==> src/rtl/i2s_frame_sequencer.sv <==
// Purpose : pairs an I2S left strobe with the next right strobe and streams the
//           frame (optional header word, then L lanes, then R lanes) into a FIFO.
// Latency : R_RDY at cycle t -> first word written at t+1, back-to-back if not full.
// Backpressure: FIFO_FULL stalls EMIT in place for any length; the word is held.
//           New left strobes that cannot be taken are dropped and counted.
// Ports   : USBCLK_IN/RSTN_IN clock and sync active-low reset; STMEN session enable;
//           L_RDY/R_RDY + DATA_L/DATA_R capture strobes and lane-packed samples;
//           FIFO_FULL/FIFO_DATA/FIFO_WR write side; FRAME_ID, ACTIVE, OVERFLOW,
//           DROP_CNT status.
module i2s_frame_sequencer #(
    parameter int LANES    = 2,
    parameter int SAMPLE_W = 24,
    parameter int WORD_W   = 16,
    parameter int HDR_EN   = 1
) (
    input  logic                      USBCLK_IN,
    input  logic                      RSTN_IN,
    input  logic                      STMEN,
    input  logic                      L_RDY,
    input  logic                      R_RDY,
    input  logic [LANES*SAMPLE_W-1:0] DATA_L,
    input  logic [LANES*SAMPLE_W-1:0] DATA_R,
    input  logic                      FIFO_FULL,
    output logic [WORD_W-1:0]         FIFO_DATA,
    output logic                      FIFO_WR,
    output logic [7:0]                FRAME_ID,
    output logic                      ACTIVE,
    output logic                      OVERFLOW,
    output logic [15:0]               DROP_CNT
);

    localparam int N     = HDR_EN + 2 * LANES;
    localparam int IDX_W = (N > 1) ? $clog2(N) : 1;

    typedef enum logic [1:0] {
        S_IDLE   = 2'd0,
        S_WAIT_L = 2'd1,
        S_WAIT_R = 2'd2,
        S_EMIT   = 2'd3
    } state_t;

    state_t                    state, state_nxt;
    logic [IDX_W-1:0]          idx, idx_nxt;
    logic [LANES*SAMPLE_W-1:0] snap_l, snap_r;
    logic                      load_l, load_r;
    logic                      drop;
    logic                      new_session;
    logic                      frame_done;
    logic                      wr;
    logic [WORD_W-1:0]         hdr_word;
    logic [WORD_W-1:0]         word;

    // Next-state and control decode. STMEN low wins over capture strobes in the
    // waiting states; EMIT always runs the frame to completion.
    always_comb begin
        state_nxt   = state;
        idx_nxt     = idx;
        load_l      = 1'b0;
        load_r      = 1'b0;
        drop        = 1'b0;
        new_session = 1'b0;
        frame_done  = 1'b0;
        wr          = 1'b0;
        case (state)
            S_IDLE: begin
                if (STMEN) begin
                    state_nxt   = S_WAIT_L;
                    new_session = 1'b1;
                end
            end
            S_WAIT_L: begin
                if (!STMEN) begin
                    state_nxt = S_IDLE;
                end else if (L_RDY) begin
                    load_l    = 1'b1;
                    state_nxt = S_WAIT_R;
                end
            end
            S_WAIT_R: begin
                if (!STMEN) begin
                    state_nxt = S_IDLE;
                end else if (R_RDY) begin
                    // Right wins over a simultaneous left: the pair completes.
                    load_r    = 1'b1;
                    idx_nxt   = '0;
                    state_nxt = S_EMIT;
                end else if (L_RDY) begin
                    // Previous left never got its right half: replace it.
                    load_l = 1'b1;
                    drop   = 1'b1;
                end
            end
            S_EMIT: begin
                wr   = !FIFO_FULL;
                drop = L_RDY;
                if (wr) begin
                    if (idx == IDX_W'(N - 1)) begin
                        frame_done = 1'b1;
                        idx_nxt    = '0;
                        state_nxt  = STMEN ? S_WAIT_L : S_IDLE;
                    end else begin
                        idx_nxt = idx + IDX_W'(1);
                    end
                end
            end
            default: state_nxt = S_IDLE;
        endcase
    end

    // Header carries the marker and the id of the frame being emitted, left-aligned.
    always_comb begin
        hdr_word                   = '0;
        hdr_word[WORD_W-1 -: 16]   = {8'hA5, FRAME_ID};
    end

    // Word select; each sample keeps only its top WORD_W bits.
    always_comb begin
        word = '0;
        if (state == S_EMIT) begin
            if (HDR_EN != 0 && idx == '0) begin
                word = hdr_word;
            end
            for (int i = 0; i < LANES; i++) begin
                if (idx == IDX_W'(HDR_EN + i)) begin
                    word = snap_l[i*SAMPLE_W + SAMPLE_W - 1 -: WORD_W];
                end
                if (idx == IDX_W'(HDR_EN + LANES + i)) begin
                    word = snap_r[i*SAMPLE_W + SAMPLE_W - 1 -: WORD_W];
                end
            end
        end
    end

    assign FIFO_DATA = word;
    assign FIFO_WR   = wr;
    assign ACTIVE    = (state != S_IDLE);

    always_ff @(posedge USBCLK_IN) begin
        if (!RSTN_IN) begin
            state    <= S_IDLE;
            idx      <= '0;
            snap_l   <= '0;
            snap_r   <= '0;
            FRAME_ID <= 8'd0;
            OVERFLOW <= 1'b0;
            DROP_CNT <= 16'd0;
        end else begin
            state <= state_nxt;
            idx   <= idx_nxt;
            if (load_l) begin
                snap_l <= DATA_L;
            end
            if (load_r) begin
                snap_r <= DATA_R;
            end
            if (new_session) begin
                FRAME_ID <= 8'd0;
                OVERFLOW <= 1'b0;
                DROP_CNT <= 16'd0;
            end else begin
                if (frame_done) begin
                    FRAME_ID <= FRAME_ID + 8'd1;
                end
                if (drop) begin
                    OVERFLOW <= 1'b1;
                    if (DROP_CNT != 16'hFFFF) begin
                        DROP_CNT <= DROP_CNT + 16'd1;
                    end
                end
            end
        end
    end

endmodule

==> config.mk <==
export PLATFORM = sky130hd
export DESIGN_NAME = i2s_frame_sequencer
export DESIGN_NICKNAME = d
export VERILOG_FILES = /design/src/rtl/i2s_frame_sequencer.sv
export SDC_FILE = /design/constraint.sdc
export NUM_CORES = 1
export LEC_CHECK = 0
export ABC_AREA = 1
export CAP_MARGIN = 15
export CORE_UTILIZATION = 47
export CTS_CLUSTER_DIAMETER = 100
export DETAILED_ROUTE_END_ITERATION = 7
export PLACE_DENSITY = 0.84
export SETUP_SLACK_MARGIN = 0.05
export SYNTH_ARGS = -nofsm -noshare
export SYNTH_HDL_FRONTEND = slang
export SYNTH_SLANG_ARGS = --single-unit
==> constraint.sdc <==
create_clock -name USBCLK_IN -period 3.9 [get_ports USBCLK_IN]
set_input_delay 0.585 -clock USBCLK_IN [delete_from_list [all_inputs] [get_ports USBCLK_IN]]
set_output_delay 0.585 -clock USBCLK_IN [all_outputs]
set_load 0.01 [all_outputs]
**Word-level counts from Yosys, hierarchy flattened**

Index checks and enable logic that the tools add are counted.

- Input port bits: 102
- Output and inout port bits: 43
- Flip-flop bits (word level): 126
- Logic and storage cells: 70

- Reductions and logical operators: 9
- Equality and inequality tests: 15
- Add/sub/neg operators: 3
- Multiplexer cells: 35
- Bitwise gates (word level): 1

Operator list:

| cell | number |
|---|---|
| $mux 16 | 6 |
| $add 16x1->16 const B | 1 |
| $ne 16x16->1 const B | 1 |
| $mux 1 | 14 |
| $mux 2 | 7 |
| $mux 3 | 4 |
| $ne 2x2->1 const B | 5 |
| $add 8x1->8 const B | 1 |
| $pmux 2 s4 | 1 |
| $eq 3x2->1 const B | 2 |
| $ne 3x3->1 const B | 2 |
| $pmux 3 s2 | 1 |
| $reduce_and 5->1 | 1 |
| $eq 2x2->1 const B | 2 |
| $pmux 1 s2 | 2 |
| $reduce_and 4->1 | 1 |
| $reduce_bool 2->1 | 2 |
| $add 3x1->3 const B | 1 |
| $eq 3x1->1 const B | 1 |
| $eq 3x3->1 const B | 1 |
| $logic_not 3->1 | 1 |
| $eq 2x1->1 const B | 1 |
| $logic_not 2->1 | 1 |
| $reduce_and 2->1 | 1 |
| other kinds (3) | 3 |

**Longest topological paths before layout**

Gate-level depths: netlist (run 1).

- Depth after elaboration: 7
- Mapped depth: 10
- Depth with buffers taken out: 10

**Worst setup path before layout (run 1)**

OpenSTA, ideal clock, no wires.

- Kind: reg-to-output
- Start point: reg idx[1]
- End point: out FIFO_DATA[14]
- Buffers on the path: 1
- Path slack: 1.888 ns
- Arrival: 1.427 ns
- Data required time: 3.315 ns
- Cell stages (with the launch flop): 10
- Path through: dfxtp_1 inv_1 ha_1 inv_1 nor2_2 buf_2 nand3_1 o21ai_0 nand2_1 a31oi_1

- Cells in the longest elaborated chain, start to end: 6
- Elaborated cells between the ends (all ways): 9
- Those cells by class: eq/ne: 4; mux: 5

Ends and longest elaborated chain:

| item | RTL line | RTL |
|---|---|---|
| start, declared | 43 | `logic [IDX_W-1:0] idx, idx_nxt;` |
| start signal, assigned | 149 | `idx <= idx_nxt;` |
| $eq 3x1->1 | 124 | `if (idx == IDX_W'(HDR_EN + i)) begin` |
| $mux 16 | 124 |  |
| $mux 16 | 127 | `if (idx == IDX_W'(HDR_EN + LANES + i)) begin` |
| $mux 16 | 124 |  |
| $mux 16 * | 127 |  |
| $mux 16 * | 119 | `if (state == S_EMIT) begin` |
| end, declared | 24 | `output logic [WORD_W-1:0] FIFO_DATA,` |

Every way passes the cells marked *; elsewhere a longest branch is shown, timed or not.

**Worst setup path after layout (run 1)**

- Start point: reg idx[1]
- End point: out FIFO_DATA[2]

- Cells in the longest elaborated chain, start to end: 7
- Elaborated cells between the ends (all ways): 11
- Those cells by class: eq/ne: 4; mux: 6; reduce/logical: 1

Ends and longest elaborated chain:

| item | RTL line | RTL |
|---|---|---|
| $logic_not 3->1 | 120 | `if (HDR_EN != 0 && idx == '0) begin` |
| $mux 16 | 120 |  |
| $mux 16 | 124 |  |
| $mux 16 | 127 |  |
| $mux 16 | 124 |  |
| $mux 16 * | 127 |  |
| $mux 16 * | 119 |  |

Marks and branches as above.

==> flow_summary.json, run 1 <==
{
  "cap_violations": 0,
  "use_met3": 0.0390,
  "critical_path_required_ps": 3310,
  "crit_slowest_cell": "clkdlybuf4s50_1",
  "crit_type": "flop to output port",
  "ys_ff_latch": 94,
  "end_kind": "output port",
  "worst_slew_pin_slew_ps": 670,
  "vdd_drop_max_v": 0.000236,
  "cts_sinks": 94,
  "cp-start-kind": "flop",
  "synth_edf_count": 0,
  "wirelength_um": 12800,
  "ys_types": 36,
  "cts_setup_buffers": 0,
  "dieArea_um2": 10500,
  "core_um2": 9770,
  "crit_fanout": 11,
  "nNetsFinal": 904,
  "holdCritPathClass": "flop to flop",
  "gr-total-overflow": 0,
  "synthFlopType": "dfxtp_1",
  "h-tree-depth": 3,
  "met1_usage": 0.329,
  "yosysSeqAreaShare": 0.398,
  "ant_nets": 0,
  "fin_tns_setup_ps": 0,
  "grt_usage": 0.253,
  "crit_path_frequent_cell": "nand2_1",
  "hold_viol_final": 0,
  "root_buffer": "clkbuf_8",
  "rsz0062_at_grt": "false",
  "period_needed_ps": 3360,
  "synth_nets": 806,
  "cts_buffer_depth": 2,
  "powerDensity_nw_per_um2": 389,
  "final_common_cell": "nand2_1",
  "outcome": "finished clean",
  "drc": 0,
  "first_iter_violations": 280,
  "hold_slack_ps": 449,
  "ctsHoldBuffers": 0,
  "grt_pass1_wl_um": 20600,
  "final_core_util": 0.625,
  "use_met2": 0.417,
  "vias": 4853,
  "wl_per_cell_um": 13.8,
  "grt_pass1_vias": 4443,
  "slew_violations": 0,
  "dpl.hpwl_um": 9620,
  "cts_tree": "done",
  "globalRoute.busiestLayer": "met2",
  "crit_path_cell_trace": "ha_1 > ha_1 > inv_1 > nand2_1 > inv_2 > nand2_1 > nand2_1 > a21oi_1 > nor2_1 > clkdlybuf4s50_1",
  "syn-instance-count": 692,
  "setup_viol": 0,
  "avgSynthCellArea_um2": 6.83,
  "fmax_ghz": 0.297,
  "fin_worst_skew_ps": 9.01,
  "ios": 145,
  "arrival_ps": 2780,
  "async_reset_ff_frac": 0,
  "clk_latency_ps": 360,
  "num_rows": 36,
  "port_buffers": 112,
  "p_leak_nw": 2.19,
  "die_x_um": 102,
  "ys_warn_count": 0,
  "synth_top_area_share": 0.398,
  "gp_congestion": 0.921,
  "first_pass_iters": 5,
  "initial_core_util": 0.484,
  "slowest_delay_ps": 550,
  "yosys.area.top_type": "dfxtp_1",
  "cts.repair.resized": 0,
  "period_share": 0.863,
  "drive_gt1_frac": 0.0679,
  "grt_max_degree": 67,
  "vias_per_cell": 5.23,
  "clkSlewWorstSetupHoldPaths_ps": 100,
  "num_antenna_cells": 0,
  "syn_to_final_growth_pct": 29.3,
  "slew_headroom": 0.553,
  "synthTopCellsByArea": "dfxtp_1 (40%), o21ai_0 (11%), nand2_1 (11%), nor2_1 (8.7%), a21oi_1 (5.9%)",
  "synth_area_um2": 4730,
  "cts_made_buffers": 9,
  "grt_antenna_before_repair": 0,
  "layout_common_cells": "nand2_1 (134), clkdlybuf4s50_1 (112), nor2_1 (110)",
  "die_h_um": 102
}
## registers in the layout (all words and copies together) (netlist names)
name,flops
idx,3
state,2
OVERFLOW,1
snap_l,32
DROP_CNT,16
snap_r,32
FRAME_ID,8
## cell type report
type | count | area, um2
sequential | 94 | 1880
multi-input combinational | 494 | 2440
inverter | 73 | 274
timing repair buffer | 118 | 1170
fill | 881 | 3660
tap | 133 | 166
clock buffer | 10 | 138
clock inverter | 6 | 45.0
## worst paths after layout
kind,start,to,slack (ps),cells after the start
setup / recovery,idx[1],FIFO_DATA[2],540,10
setup reg to reg,state[0],snap_r[42],1780,6
hold / removal,snap_r[39],snap_r[39],450,2
hold reg to reg,snap_r[39],snap_r[39],450,2
## through the flow
| stage | worst slack [ps] | instance area, um2 | total power [mW] | instances |
|---|---|---|---|---|
| floorplan | 1890 | 4730 | 1.55 | 692 |
| global placement | 998 | 5930 | 1.75 | 912 |
| detailed placement | 982 | 5930 | 1.78 | 912 |
| CTS | 572 | 6110 | 2.37 | 928 |
| global route | 332 | 6110 | 2.52 | 928 |
| finish | 536 | 6110 | 2.38 | 928 |
## critical path, delay by kind of cell, from the launching register on
kind,cells,cell delay [ps]
AO/OA/AOI/OAI,1,70
adder cells (fa/ha/maj),2,520
buffers and inverters,3,980
flip-flops,1,360
AND/OR/NAND/NOR,4,480
## kinds of logic (layout without fill, tap and decap cells)
logic type	Yosys count	in the layout	synth area share
AOI/OAI and AO/OA	186	186	0.217
xor gates and xnor gates	8	8	0.0148
adders and majority gates	12	12	0.0318
buffers and inverters	104	207	0.0868
DFF	94	94	0.398
and+or+nand+nor	288	288	0.252
## layer usage
| metal | up-vias | part of all wire |
|---|---|---|
| met5 | - | 0 |
| met4 | 0 | 0.030 |
| met3 | 35 | 0.071 |
| met2 | 216 | 0.47 |
| met1 | 2166 | 0.42 |
| li1 | 2436 | - |
## cells in the mapped netlist, types with 3 or more instances
library cell	n
dfxtp_1	94
xor2_1	3
nand3_1	18
o21ai_0	105
o211ai_1	3
clkbuf_1	20
nor2_4	3
nor2_1	110
inv_1	67
nand2_1	134
nor2_2	3
buf_2	7
inv_2	4
a21oi_1	56
xnor2_1	5
a21oi_2	10
nand2_2	6
nand4_1	7
o32ai_1	3
ha_1	12
## power by group
group          switching [mW]  internal (mW)
registers              0.0626           1.06
clock network           0.359          0.251
logic                   0.394          0.255
(Power assumes the default switching activity.)
==> run 2, diff against run 1 <==
CTS_CLUSTER_DIAMETER = 150   (was 100)
clock period = 4.28 ns   (was 3.9 ns; I/O delays follow)
==> run 2 against run 1 <==
Net effect: sequential power fell by 9%; cell area grew 0.35%; core utilization rose by 0.22 points; sequential share of layout area down 0.11 points; critical path type unchanged; largest cell class unchanged; largest power group unchanged; highest routed layer unchanged.
==> flow_summary.json, run 2 (same netlist as run 1, synthesis figures left out) <==
{
  "power_frac_comb": 0.267,
  "outcome": "finished clean",
  "port_buffers": 112,
  "final_area_um2": 6130,
  "fin_worst_skew_ps": 11.2,
  "grt_antenna_before_repair": 0,
  "cts.repair.resized": 0,
  "internal_power_mw": 1.49,
  "period_needed_ps": 3570,
  "clkSlewWorstSetupHoldPaths_ps": 90,
  "final_common_cell": "nand2_1",
  "grt_usage": 0.251,
  "cts_tree": "done",
  "dieArea_um2": 10500,
  "arrival_ps": 2930,
  "die_h_um": 102,
  "cap_violations": 0,
  "drive_gt1_frac": 0.0656,
  "slew_headroom": 0.563,
  "ctsHoldBuffers": 0,
  "hold_viol_final": 0,
  "first_pass_iters": 5,
  "wl_met2_um": 6020,
  "rsz0062_at_grt": "false",
  "grt_pass1_wl_um": 20400,
  "clk_latency_ps": 370,
  "wl_met3_um": 785,
  "root_buffer": "clkbuf_8",
  "wl_met1_um": 5560,
  "reg_top3": "snap_l (32), snap_r (32), DROP_CNT (16)",
  "p_leak_nw": 2.20,
  "h-tree-depth": 3,
  "ios": 145,
  "cts_sinks": 94,
  "highest_layer": "met4",
  "placed_area_um2": 5910,
  "clock_power_share": 0.276,
  "die_x_um": 102,
  "crit_fanout": 17,
  "fin_tns_setup_ps": 0,
  "worst_slew_pin_slew_ps": 651,
  "initial_core_util": 0.484,
  "vdd_drop_max_v": 0.000195,
  "gp_congestion": 0.926,
  "ant_nets": 0,
  "core_um2": 9770,
  "critical_path_required_ps": 3640,
  "cts_buffer_depth": 2,
  "nNetsFinal": 902,
  "cp-start-kind": "flop",
  "syn_to_final_growth_pct": 29.7,
  "place_ws_ps": 1150,
  "holdCritPathClass": "flop to flop",
  "final_cells": 926,
  "wl_per_cell_um": 13.9,
  "place_inst": 909,
  "p_sw_mw": 0.744,
  "num_antenna_cells": 0,
  "end_kind": "output port",
  "drc": 0,
  "layout_common_cells": "nand2_1 (134), clkdlybuf4s50_1 (112), nor2_1 (110)",
  "switching_share": 0.334,
  "setup_viol": 0,
  "seq_power_share": 0.457,
  "crit_type": "flop to output port",
  "fmax_ghz": 0.280,
  "wirelength_um": 12900,
  "powerDensity_nw_per_um2": 363,
  "vias_per_cell": 5.27,
  "slew_violations": 0,
  "grt_pass1_vias": 4404,
  "num_rows": 36,
  "fin_ws_ps": 709,
  "first_iter_violations": 366,
  "cts_made_buffers": 9,
  "vias": 4883,
  "cts_setup_buffers": 0,
  "period_share": 0.834,
  "gr-total-overflow": 0,
  "grt_max_degree": 67,
  "dpl.hpwl_um": 9470
}
-- run 2: through the flow --
step	total power, mW	util	hold WS, ps
3_3_place_gp	1.59	0.604	431
2_1_floorplan	1.41	-	420
5_1_grt	2.36	0.627	471
3_5_place_dp	1.62	0.604	436
6_report	2.23	0.627	448
4_1_cts	2.23	0.625	449
-- run 2: layer usage --
metal / global-route usage / vias to the layer above
li1: - / 2427
met1: 0.334 / 2216
met2: 0.397 / 199
met3: 0.0356 / 41
met4: 0.130 / 0
met5: 0 / -
-- run 2: final timing paths --
check	from	depth (start not counted)	slack, ps	end
max	idx[0]	9	710	FIFO_DATA[15]
max reg2reg	state[0]	8	1980	snap_l[34]
min reg2reg	snap_r[33]	2	450	snap_r[33]
min	snap_r[33]	2	450	snap_r[33]
-- run 2: worst max-delay path, stage by stage (launching register included) --
cell and delay (ps):
dfxtp_1 380, inv_1 100, ha_1 200, nand2_1 460, inv_1 400, a21oi_1 210
o21ai_0 100, o211ai_1 100, nand2_1 120, clkdlybuf4s50_1 490
-- run 2: area by class of cell --
type / instances / area [um2]
clock inverters: 6 / 68.8
fillers: 832 / 3640
multi-input cells: 494 / 2440
repair buffers: 116 / 1160
inverters: 73 / 274
clock buffers: 10 / 138
well taps: 133 / 166
flip-flops and latches: 94 / 1880
-- run 2: power groups by stage --
stage | sequential [mW] | clock [mW] | combinational [mW]
final | 1.02 | 0.615 | 0.594
after CTS | 1.02 | 0.622 | 0.587
after global placement | 1.03 | 0 | 0.560
after detailed placement | 1.04 | 0 | 0.583
after global routing | 1.03 | 0.661 | 0.668
after floorplan | 1.02 | 0 | 0.388
